$ cat src/rtl/knight_cmd_pkg.sv
// Shared constants and types for the KnightsTour command sequencer.
package knight_cmd_pkg;

  localparam int unsigned CMD_W   = 16;
  localparam int unsigned TIMER_W = 27;
  localparam int unsigned NACK_W  = 6;

  localparam logic [15:0] CAL_GYRO = 16'h2000;
  localparam logic [3:0]  MOVE     = 4'h4;
  localparam logic [3:0]  TOUR     = 4'h6;
  localparam logic [7:0]  POS_ACK  = 8'hA5;

  typedef enum logic [2:0] {IDLE, LOAD, SEND, WAIT_SNT, WAIT_RESP, DONE, ERR} seq_state_t;

  typedef enum logic [1:0] {
    ERR_NONE    = 2'b00,
    ERR_NAK     = 2'b01,
    ERR_RESP_TO = 2'b10,
    ERR_SNT_TO  = 2'b11
  } err_code_t;

  // Command word as carried on the RemoteComm link
  typedef struct packed {
    logic [3:0]  opcode;
    logic [11:0] operand;
  } cmd_word_t;

  // Build a command word from opcode and operand
  function automatic logic [15:0] mk_cmd(input logic [3:0] op, input logic [11:0] operand);
    return {op, operand};
  endfunction

endpackage

$ cat src/rtl/knight_cmd_sequencer_cmd_fifo.sv
// Circular command queue with wrap-bit pointers; push when full is dropped.
module cmd_fifo
  import knight_cmd_pkg::*;
#(
  parameter int unsigned DEPTH = 8
) (
  input  logic      clk,
  input  logic      rst,
  input  logic      push,
  input  logic      pop,
  input  logic      flush,
  input  cmd_word_t din,
  output cmd_word_t dout,
  output logic      full,
  output logic      empty
);

  localparam int unsigned AW = $clog2(DEPTH);

  cmd_word_t      mem [DEPTH];
  logic [AW:0]    wr_ptr;
  logic [AW:0]    rd_ptr;
  logic           do_push;
  logic           do_pop;

  assign full    = (wr_ptr[AW-1:0] == rd_ptr[AW-1:0]) && (wr_ptr[AW] != rd_ptr[AW]);
  assign empty   = (wr_ptr == rd_ptr);
  assign do_push = push & ~full;
  assign do_pop  = pop & ~empty;
  assign dout    = mem[rd_ptr[AW-1:0]];

  // Pointer update; flush returns both pointers to zero
  always_ff @(posedge clk or posedge rst) begin
    if (rst) begin
      wr_ptr <= '0;
      rd_ptr <= '0;
    end else if (flush) begin
      wr_ptr <= '0;
      rd_ptr <= '0;
    end else begin
      if (do_push) wr_ptr <= wr_ptr + (AW+1)'(1);
      if (do_pop)  rd_ptr <= rd_ptr + (AW+1)'(1);
    end
  end

  // Storage write; contents need no reset since the pointers gate visibility
  always_ff @(posedge clk) begin
    if (do_push && !flush) mem[wr_ptr[AW-1:0]] <= din;
  end

endmodule

$ cat src/rtl/knight_cmd_sequencer.sv
// Queues commands and issues them to RemoteComm one at a time, waiting for each ACK.
module knight_cmd_sequencer
  import knight_cmd_pkg::*;
#(
  parameter int unsigned DEPTH    = 8,
  parameter bit          FAST_SIM = 1'b1,
  parameter int unsigned TO_FAST  = 2**20,
  parameter int unsigned TO_FULL  = 2**26
) (
  input  logic              clk,
  input  logic              rst,
  input  logic              push,
  input  logic [CMD_W-1:0]  push_cmd,
  input  logic              start,
  input  logic              abort,
  output logic              full,
  output logic              empty,
  output logic [CMD_W-1:0]  cmd,
  output logic              snd_cmd,
  input  logic              cmd_snt,
  input  logic              resp_rdy,
  input  logic [7:0]        resp,
  output logic              busy,
  output logic              done,
  output logic              err,
  output logic [1:0]        err_code,
  output logic [NACK_W-1:0] n_acked
);

  localparam logic [TIMER_W-1:0] LIMIT = FAST_SIM ? TIMER_W'(TO_FAST) : TIMER_W'(TO_FULL);

  localparam logic [2:0] ST_IDLE      = 3'd0;
  localparam logic [2:0] ST_LOAD      = 3'd1;
  localparam logic [2:0] ST_SEND      = 3'd2;
  localparam logic [2:0] ST_WAIT_SNT  = 3'd3;
  localparam logic [2:0] ST_WAIT_RESP = 3'd4;
  localparam logic [2:0] ST_DONE      = 3'd5;
  localparam logic [2:0] ST_ERR       = 3'd6;

  logic [2:0]         state, state_nxt;
  logic [TIMER_W-1:0] timer, timer_nxt;
  logic [CMD_W-1:0]   cmd_nxt;
  logic               snd_nxt, busy_nxt, done_nxt, err_nxt;
  logic [1:0]         code_nxt;
  logic [NACK_W-1:0]  nack_nxt;
  logic               pop_c, flush_c;
  cmd_word_t          head;

  cmd_fifo #(.DEPTH(DEPTH)) iFIFO (
    .clk   (clk),
    .rst   (rst),
    .push  (push),
    .pop   (pop_c),
    .flush (flush_c),
    .din   (push_cmd),
    .dout  (head),
    .full  (full),
    .empty (empty)
  );

  // State, timer and registered outputs
  always_ff @(posedge clk or posedge rst) begin
    if (rst) begin
      state    <= ST_IDLE;
      timer    <= '0;
      cmd      <= '0;
      snd_cmd  <= 1'b0;
      busy     <= 1'b0;
      done     <= 1'b0;
      err      <= 1'b0;
      err_code <= ERR_NONE;
      n_acked  <= '0;
    end else begin
      state    <= state_nxt;
      timer    <= timer_nxt;
      cmd      <= cmd_nxt;
      snd_cmd  <= snd_nxt;
      busy     <= busy_nxt;
      done     <= done_nxt;
      err      <= err_nxt;
      err_code <= code_nxt;
      n_acked  <= nack_nxt;
    end
  end

  // Next-state, timer and status decode; abort overrides every other event
  always_comb begin
    state_nxt = state;
    timer_nxt = timer;
    cmd_nxt   = cmd;
    done_nxt  = done;
    err_nxt   = err;
    code_nxt  = err_code;
    nack_nxt  = n_acked;
    pop_c     = 1'b0;
    flush_c   = 1'b0;

    if (abort) begin
      state_nxt = ST_IDLE;
      timer_nxt = '0;
      flush_c   = 1'b1;
      done_nxt  = 1'b0;
      err_nxt   = 1'b0;
      code_nxt  = ERR_NONE;
    end else begin
      case (state)
        ST_IDLE, ST_DONE, ST_ERR: begin
          if (start) begin
            err_nxt   = 1'b0;
            code_nxt  = ERR_NONE;
            nack_nxt  = '0;
            done_nxt  = empty;
            state_nxt = empty ? ST_DONE : ST_LOAD;
          end
        end
        ST_LOAD: begin
          pop_c     = 1'b1;
          cmd_nxt   = head;
          state_nxt = ST_SEND;
        end
        ST_SEND: begin
          timer_nxt = '0;
          state_nxt = ST_WAIT_SNT;
        end
        ST_WAIT_SNT: begin
          if (cmd_snt) begin
            timer_nxt = '0;
            state_nxt = ST_WAIT_RESP;
          end else if (timer == LIMIT) begin
            err_nxt   = 1'b1;
            code_nxt  = ERR_SNT_TO;
            state_nxt = ST_ERR;
          end else begin
            timer_nxt = timer + TIMER_W'(1);
          end
        end
        ST_WAIT_RESP: begin
          if (resp_rdy) begin
            if (resp == POS_ACK) begin
              nack_nxt  = (n_acked == '1) ? n_acked : n_acked + NACK_W'(1);
              done_nxt  = empty;
              state_nxt = empty ? ST_DONE : ST_LOAD;
            end else begin
              err_nxt   = 1'b1;
              code_nxt  = ERR_NAK;
              state_nxt = ST_ERR;
            end
          end else if (timer == LIMIT) begin
            err_nxt   = 1'b1;
            code_nxt  = ERR_RESP_TO;
            state_nxt = ST_ERR;
          end else begin
            timer_nxt = timer + TIMER_W'(1);
          end
        end
        default: state_nxt = ST_IDLE;
      endcase
    end

    snd_nxt  = (state_nxt == ST_SEND);
    busy_nxt = (state_nxt == ST_LOAD) || (state_nxt == ST_SEND) ||
               (state_nxt == ST_WAIT_SNT) || (state_nxt == ST_WAIT_RESP);
  end

endmodule
$ cat config.mk
export PLATFORM = sky130hd
export DESIGN_NAME = knight_cmd_sequencer
export DESIGN_NICKNAME = d
export VERILOG_FILES = /design/src/rtl/knight_cmd_pkg.sv /design/src/rtl/knight_cmd_sequencer_cmd_fifo.sv /design/src/rtl/knight_cmd_sequencer.sv
export SDC_FILE = /design/constraint.sdc
export NUM_CORES = 1
export LEC_CHECK = 0
export ABC_AREA = 1
export CAP_MARGIN = 20
export CORE_MARGIN = 2
export CORE_UTILIZATION = 53
export DETAILED_ROUTE_END_ITERATION = 12
export HOLD_SLACK_MARGIN = 0.06
export PLACE_DENSITY = 0.76
export SYNTH_ARGS = -nofsm -noshare
export SYNTH_HDL_FRONTEND = slang
export SYNTH_HIERARCHICAL = 1
export SYNTH_SLANG_ARGS = --single-unit
$ cat constraint.sdc
create_clock -name clk -period 1.86 [get_ports clk]
set_input_delay 0.372 -clock clk [delete_from_list [all_inputs] [get_ports clk]]
set_output_delay 0.372 -clock clk [all_outputs]
set_load 0.02 [all_outputs]
# --- Word-level counts from Yosys, hierarchy flattened ---
# Memories as Yosys holds them, arrays and structs flattened. A register that Yosys moved wholly into a read port is not among the register bits.
# Index checks and enable logic that the tools add are counted.
op_classes:
  add_sub_neg: 4
  reduce_logical: 20
  n_bitwise: 5
  n_mux: 47
  eq_ne: 28
ops:
  columns: ["op", "n"]
  rows:
  - ["$mux W27", 4]
  - ["$pmux W27 S3", 1]
  - ["$add A27 B1 Y27 const B", 1]
  - ["$eq A27 B21 Y1 const B", 1]
  - ["$mux W6", 4]
  - ["$mux W3", 7]
  - ["$ne A3 B3 Y1 const B", 6]
  - ["$mux W4", 4]
  - ["$mux W1", 15]
  - ["$pmux W3 S5", 1]
  - ["$mux W2", 7]
  - ["$eq A3 B2 Y1 const B", 4]
  - ["$eq A3 B3 Y1 const B", 4]
  - ["$pmux W6 S2", 1]
  - ["$reduce_and A6 Y1", 2]
  - ["$add A4 B1 Y4 const B", 2]
  - ["$eq A8 B8 Y1 const B", 1]
  - ["$ne A2 B2 Y1 const B", 4]
  - ["$ne A4 B4 Y1 const B", 2]
  - ["$reduce_and A4 Y1", 2]
  - ["$reduce_bool A4 Y1", 2]
  - ["$add A6 B1 Y6 const B", 1]
  - ["$eq A3 B1 Y1 const B", 2]
  - ["$eq A6 B6 Y1 const B", 1]
  - ["16 further kinds", 25]
totals:
  n_memories: 1
  regBits: 50
  ramBits: 128
  out_inout_bits: 30
  in_bits: 31
memory_table:
  columns: ["memory", "depth", "width", "rd", "rd_clocked_by_memory_dff", "write_ports", "line", "source"]
  rows:
  - ["iFIFO.mem", 8, 16, 1, 1, 1, "knight_cmd_sequencer_cmd_fifo.sv:20", "cmd_word_t mem [DEPTH];"]

# --- Logic depth before layout (Yosys ltp) ---
logic_depth:
  word_depth: 10
  ltp_mapped: 17
  depth_no_buf: 16

# --- Modules after synthesis ---
# The synthesis kept the hierarchy.
by_module_without_submodules:
  columns: ["mod", "area_each_um2", "cells_per_inst", "instances"]
  rows:
  - ["cmd_fifo", 5607.9, 452, 1]
  - ["knight_cmd_sequencer", 3303.2, 457, 1]

# --- Least setup slack after synthesis ---
# Ideal clock, no wire load.
synth_path:
  path_type: "register to register"
  from: "reg iFIFO.rd_ptr[1]"
  to: "mem iFIFO/mem[0][0] (netlist bit), enable pin"
  path_stages_with_launch: 9
  arrival_ns: 1.466
  setup_time_ns: 0.376
  setup_slack_ns: 0.018
  path_cell_list: "dfrtp_1 -> buf_4 -> inv_2 -> nand2_1 -> nand2_1 -> inv_1 -> nand4_4 -> nand3_4 -> nor2_2"
synth_via:
  elab_chain_len: 7
synth_rtl:
  columns: ["item", "line", "source"]
  rows:
  - ["start: declaration", "knight_cmd_sequencer_cmd_fifo.sv:22", "logic [AW:0] rd_ptr;"]
  - ["start signal: assignment", "knight_cmd_sequencer_cmd_fifo.sv:42", "if (do_pop) rd_ptr <= rd_ptr + (AW+1)'(1);"]
  - ["$eq A3 B3 Y1", "knight_cmd_sequencer_cmd_fifo.sv:26", "assign full = (wr_ptr[AW-1:0] == rd_ptr[AW-1:0]) && (wr_ptr[AW] != rd_ptr[AW]);"]
  - ["$logic_and A1 B1 Y1", "knight_cmd_sequencer_cmd_fifo.sv:26", null]
  - ["$not A1 Y1", "knight_cmd_sequencer_cmd_fifo.sv:28", "assign do_push = push & ~full;"]
  - ["$and A1 B1 Y1", "knight_cmd_sequencer_cmd_fifo.sv:28", null]
  - ["$logic_and A1 B1 Y1", "knight_cmd_sequencer_cmd_fifo.sv:48", "if (do_push && !flush) mem[wr_ptr[AW-1:0]] <= din;"]
  - ["$mux W1", "knight_cmd_sequencer_cmd_fifo.sv:48", null]
  - ["$mux W1 (implied by the code)", "knight_cmd_sequencer_cmd_fifo.sv:48", null]
  - ["end: declaration", "knight_cmd_sequencer_cmd_fifo.sv:20", null]
# No other way between the ends.

# --- Worst setup path in the final report ---
layout_path:
  from: "reg timer[8]"
  to: "reg busy"
layout_via:
  elab_chain_len: 9
  elab_cells_between_ends: 13
layout_rtl:
  columns: ["item", "line", "source"]
  rows:
  - ["start: declaration", "knight_cmd_sequencer.sv:41", "logic [TIMER_W-1:0] timer, timer_nxt;"]
  - ["start signal: assignment", "knight_cmd_sequencer.sv:75", "timer <= timer_nxt;"]
  - ["$eq A27 B21 Y1 *", "knight_cmd_sequencer.sv:129, knight_cmd_sequencer.sv:148", null]
  - ["$mux W3 *", "knight_cmd_sequencer.sv:129, knight_cmd_sequencer.sv:148", null]
  - ["$mux W3 (on tied branches)", "knight_cmd_sequencer.sv:138, knight_cmd_sequencer.sv:126", null]
  - ["$pmux W3 S5 *", "knight_cmd_sequencer.sv:106", "case (state)"]
  - ["$mux W3 *", "knight_cmd_sequencer.sv:98", "if (abort) begin"]
  - ["$eq A3 B1 Y1 / $eq A3 B2 Y1 (equally long branches)", "knight_cmd_sequencer.sv:161", "busy_nxt = (state_nxt == ST_LOAD) || (state_nxt == ST_SEND) ||"]
  - ["$logic_or A1 B1 Y1 (2 in series)", "knight_cmd_sequencer.sv:161", null]
  - ["$logic_or A1 B1 Y1 *", "knight_cmd_sequencer.sv:162", "(state_nxt == ST_WAIT_SNT) || (state_nxt == ST_WAIT_RESP);"]
  - ["via busy_nxt", "knight_cmd_sequencer.sv:43", "logic snd_nxt, busy_nxt, done_nxt, err_nxt;"]
  - ["end signal: assignment", "knight_cmd_sequencer.sv:78", "busy <= busy_nxt;"]
  - ["end: declaration", "knight_cmd_sequencer.sv:23", "output logic busy,"]
# Mark *: on every way through the listed nets, which the timed path passes. The rest lies on a longest branch.
# A chain may end at the register's enable or synchronous reset.

==> results.md <==
- Clk network pwr share: 0.311
- Multiplexer area fraction after synthesis: 0
- Die X: 134 µm
- Most common cell after layout, fill and taps aside: nand2_1
- Max stage delay on crit path: around 0.40 ns
- Root Driver: clkbuf_16
- Fin. Hold Viols: 0
- Final Core Density: 0.679
- TritonCTS Buffers: 17
- Max-cap violation count: 0
- Clk_lat worst skew: between 0.4 and 0.5 ns
- Number of synthesized flops with an enable pin: 128
- First-pass GRT wire length: 33200 µm
- TNS Setup: 0 ns
- Power Total: 12.0 mW
- Ant. Diodes: 0
- Syn_nets: 945
- CP bufs+invs: 3
- Setup CP Type: reg2reg
- Final Max Tran Viols: 0
- Max-slew headroom: 0.672
- Post-route cell area: 0.0112 mm²
- Via count: around 7000
- Synth async-reset ratio: 0.340
- Vias in the first global route: 6809
- Post-Route WL: 20800 µm
- Register area share after synthesis: 0.617
- Max Clock Freq: about 0.55 GHz
- Synth Area in Simple Gates: 0.216
- Layout area overhead: 25.8%
- # setup viols final: 0
- Compound-gate portion of the synthesized area: 0.0951
- Synth Register Bits: 194
- CTS Hold Buffers Added: 0
- CP delay by family, top: simple AND/OR/NAND/NOR gates
- Starting DRC count in detailed routing: 565
- Io pins: 61
- Startpoint types: register
- GRT Util Overall: 0.240
- RSZ-0062 raised after global routing: yes
- Die area: 0.0179 mm²
- H-tree levels: 4
- Largest net degree at the start of global routing: 68
- Min-Delay Path Class: in2async
- Switching power share of the total: 0.320
- CTS Sinks: 194
- Mapped Cells: 909
- Status: complete, no violations
- Initial antenna violation count: 0
- Cell variety after synth: 45
- Sequential share of power: 0.430
- CP required: around 2.2 ns
- Tcrit/Tclk final: 0.972
- Port-buffer cells: 60
- Main combinational cell family by area after synthesis: simple AND/OR/NAND/NOR gates
- Most used cell, CP: nand2_1
- Synth warn: 6
- Net Switching: slightly below 4 mW
- Number of remaining DRC errors: 0
- Placed Area: 0.0103 mm²
- CP endpoint kind: register
- Commonest non-fill, non-tap cells in the layout: 199 x nand2_1, 128 x edfxtp_1, 114 x nor2_1
- GRT Residual Overflow: 0
- Reg clk slew, reported paths: 0.08 ns
- Critical path, cell by cell: inv_1, nand2_1, nor2_2, nand2_1, nor2_2, nand2_2, buf_6, nand2_2, nand2_2, nand2_1, nand2_1, nand2_2, nand2_2, nand2_1, nand2_1, inv_1
- DR WL/cell: 16.3 µm
- Row cnt: between 40 and 50
- Fin worst setup slack: between 0.05 and 0.06 ns
- XOR/XNOR Fraction of Synth Area: 0.00786
- Logic gate share of total power: 0.259
- Leak: 4.66 nW
- DP HPWL: 13100 µm
- Starting Density: 0.539
- GP Congestion: 0.914
- Multi-input logic area: between 0.003 and 0.004 mm²
- Mapped Avg Cell Area: ~10 µm²
- Internal power: 8.17 mW
- Post-route ant nets: 0
- Storage cell area: 0.00550 mm²
- CTS tree: done
- Setup WS pre-CTS: -0.270 ns
- Final min period: 1.81 ns
- Vias/cell: 5.46
- Crit-path max FO: 4
- Most used DFF post-synth: edfxtp_1
- Slowest cell on crit path: dfrtp_1
- Number of fillers in the final layout: 1187
- Die height: 134 µm
- Peak supply drop: 0.000781 V
- Setup Skew: ~0.014 ns
- Pre-antenna DRT Iters: 5
- Pwr/cell area: roughly 1100 mW/mm²
- Area share of fa/ha/maj cells after synthesis: 0.00702
- Worst-Margin Slew: a little under 0.5 ns
- WP data arrival: 2.18 ns
- Core Region: 0.0165 mm²
- Share of layout cells above drive strength 1: 0.215
- Max Root-Sink Buffers: 2
- Mapped cell area: 0.00891 mm²
- Final #Nets: roughly 1100
[synthesized netlist by cell type, types with 3 or more instances]
cell type / n / area [µm²]
o21ai_1: 30 / 150
xor2_1: 8 / 70.1
nand4_1: 17 / 106
clkinv_1: 3 / 11.3
a21oi_1: 21 / 105
nor4_1: 3 / 18.8
a211oi_2: 3 / 37.5
o21ai_0: 57 / 285
edfxtp_1: 128 / 3840
nor3_1: 16 / 80.1
clkbuf_1: 6 / 22.5
ha_1: 5 / 62.6
a31oi_1: 3 / 18.8
inv_2: 13 / 48.8
buf_4: 5 / 37.5
nand2_2: 10 / 62.6
o22ai_1: 32 / 200
nand2_4: 4 / 45.0
nand2_1: 208 / 781
nand3_1: 34 / 170
dfrtp_1: 66 / 1650
buf_2: 14 / 70.1
nor2_2: 10 / 62.6
nor2_1: 126 / 473
inv_1: 59 / 221
buf_6: 6 / 67.6
[what timing repair did]
action | in CTS | in global routing
buffers inserted | 0 | 11
resized for setup | 16 | 66
setup endpoints to repair | 11 | 47
pin swaps | 1 | 28
[cell type report]
type | instances | area share
sequential | 194 | 0.491
inverter | 78 | 0.0269
multi-input combinational | 603 | 0.276
tap | 220 | 0.0245
clock buffer | 17 | 0.0379
timing repair buffer | 151 | 0.125
clock inverter | 15 | 0.0186
[power groups by stage]
stage / clock, mW / combinational, mW / sequential, mW
2_1_floorplan: 0 / 1.46 / 5.45
3_3_place_gp: 0 / 2.83 / 5.22
3_5_place_dp: 0 / 2.86 / 5.23
4_1_cts: 3.81 / 2.87 / 5.14
5_1_grt: 3.97 / 3.41 / 5.21
6_report: 3.74 / 3.11 / 5.17
[cell families (layout without fill, tap and decap cells)]
logic type / count (synthesis) / in the layout
adder cells (fa/ha/maj): 5 / 5
AND/OR/NAND/NOR: 438 / 438
flip-flops: 194 / 194
AO/OA/AOI/OAI: 152 / 152
XOR/XNOR: 8 / 8
buffers and inverters: 112 / 261
[per-layer routing]
| metal | part of all wire | GRT usage | wire (µm) |
|---|---|---|---|
| met3 | 0.062 | 0.0487 | 1290 |
| met1 | 0.42 | 0.307 | 8740 |
| met4 | 0.015 | 0.110 | 304 |
| met5 | 0 | 0 | 0 |
| met2 | 0.50 | 0.398 | 10500 |
[path summary, 6_finish.rpt]
| check | to | slack, ns | from | depth (start not counted) |
|---|---|---|---|---|
| min in group clk | cmd[11] | 0.48 | cmd[11] | 2 |
| worst min register to register | cmd[11] | 0.48 | cmd[11] | 2 |
| worst max-delay path | busy | 0.05 | timer[8] | 16 |
| worst max register to register | busy | 0.05 | timer[8] | 16 |
| worst min-delay path | n_acked[5] | 0.21 | rst | 2 |
| max in group asynchronous | timer[1] | 1.18 | rst | 3 |
[registers in the layout, indices dropped and copies added (netlist names)]
| name | cells |
|---|---|
| state | 3 |
| err | 1 |
| err_code | 2 |
| cmd | 16 |
| iFIFO/mem | 128 |
| snd_cmd | 1 |
| n_acked | 6 |
| done | 1 |
| iFIFO/rd_ptr | 4 |
| busy | 1 |
| iFIFO/wr_ptr | 4 |
| timer | 27 |
[per-stage QoR]
stage | std cells | hold WS, ns
finish | 1278 | 0.208
global route | 1278 | 0.195
CTS | 1267 | 0.189
detailed placement | 1235 | 0.465
global placement | 1235 | 0.463
floorplan | 909 | 0.188
Power figures use the tool's default switching activity.
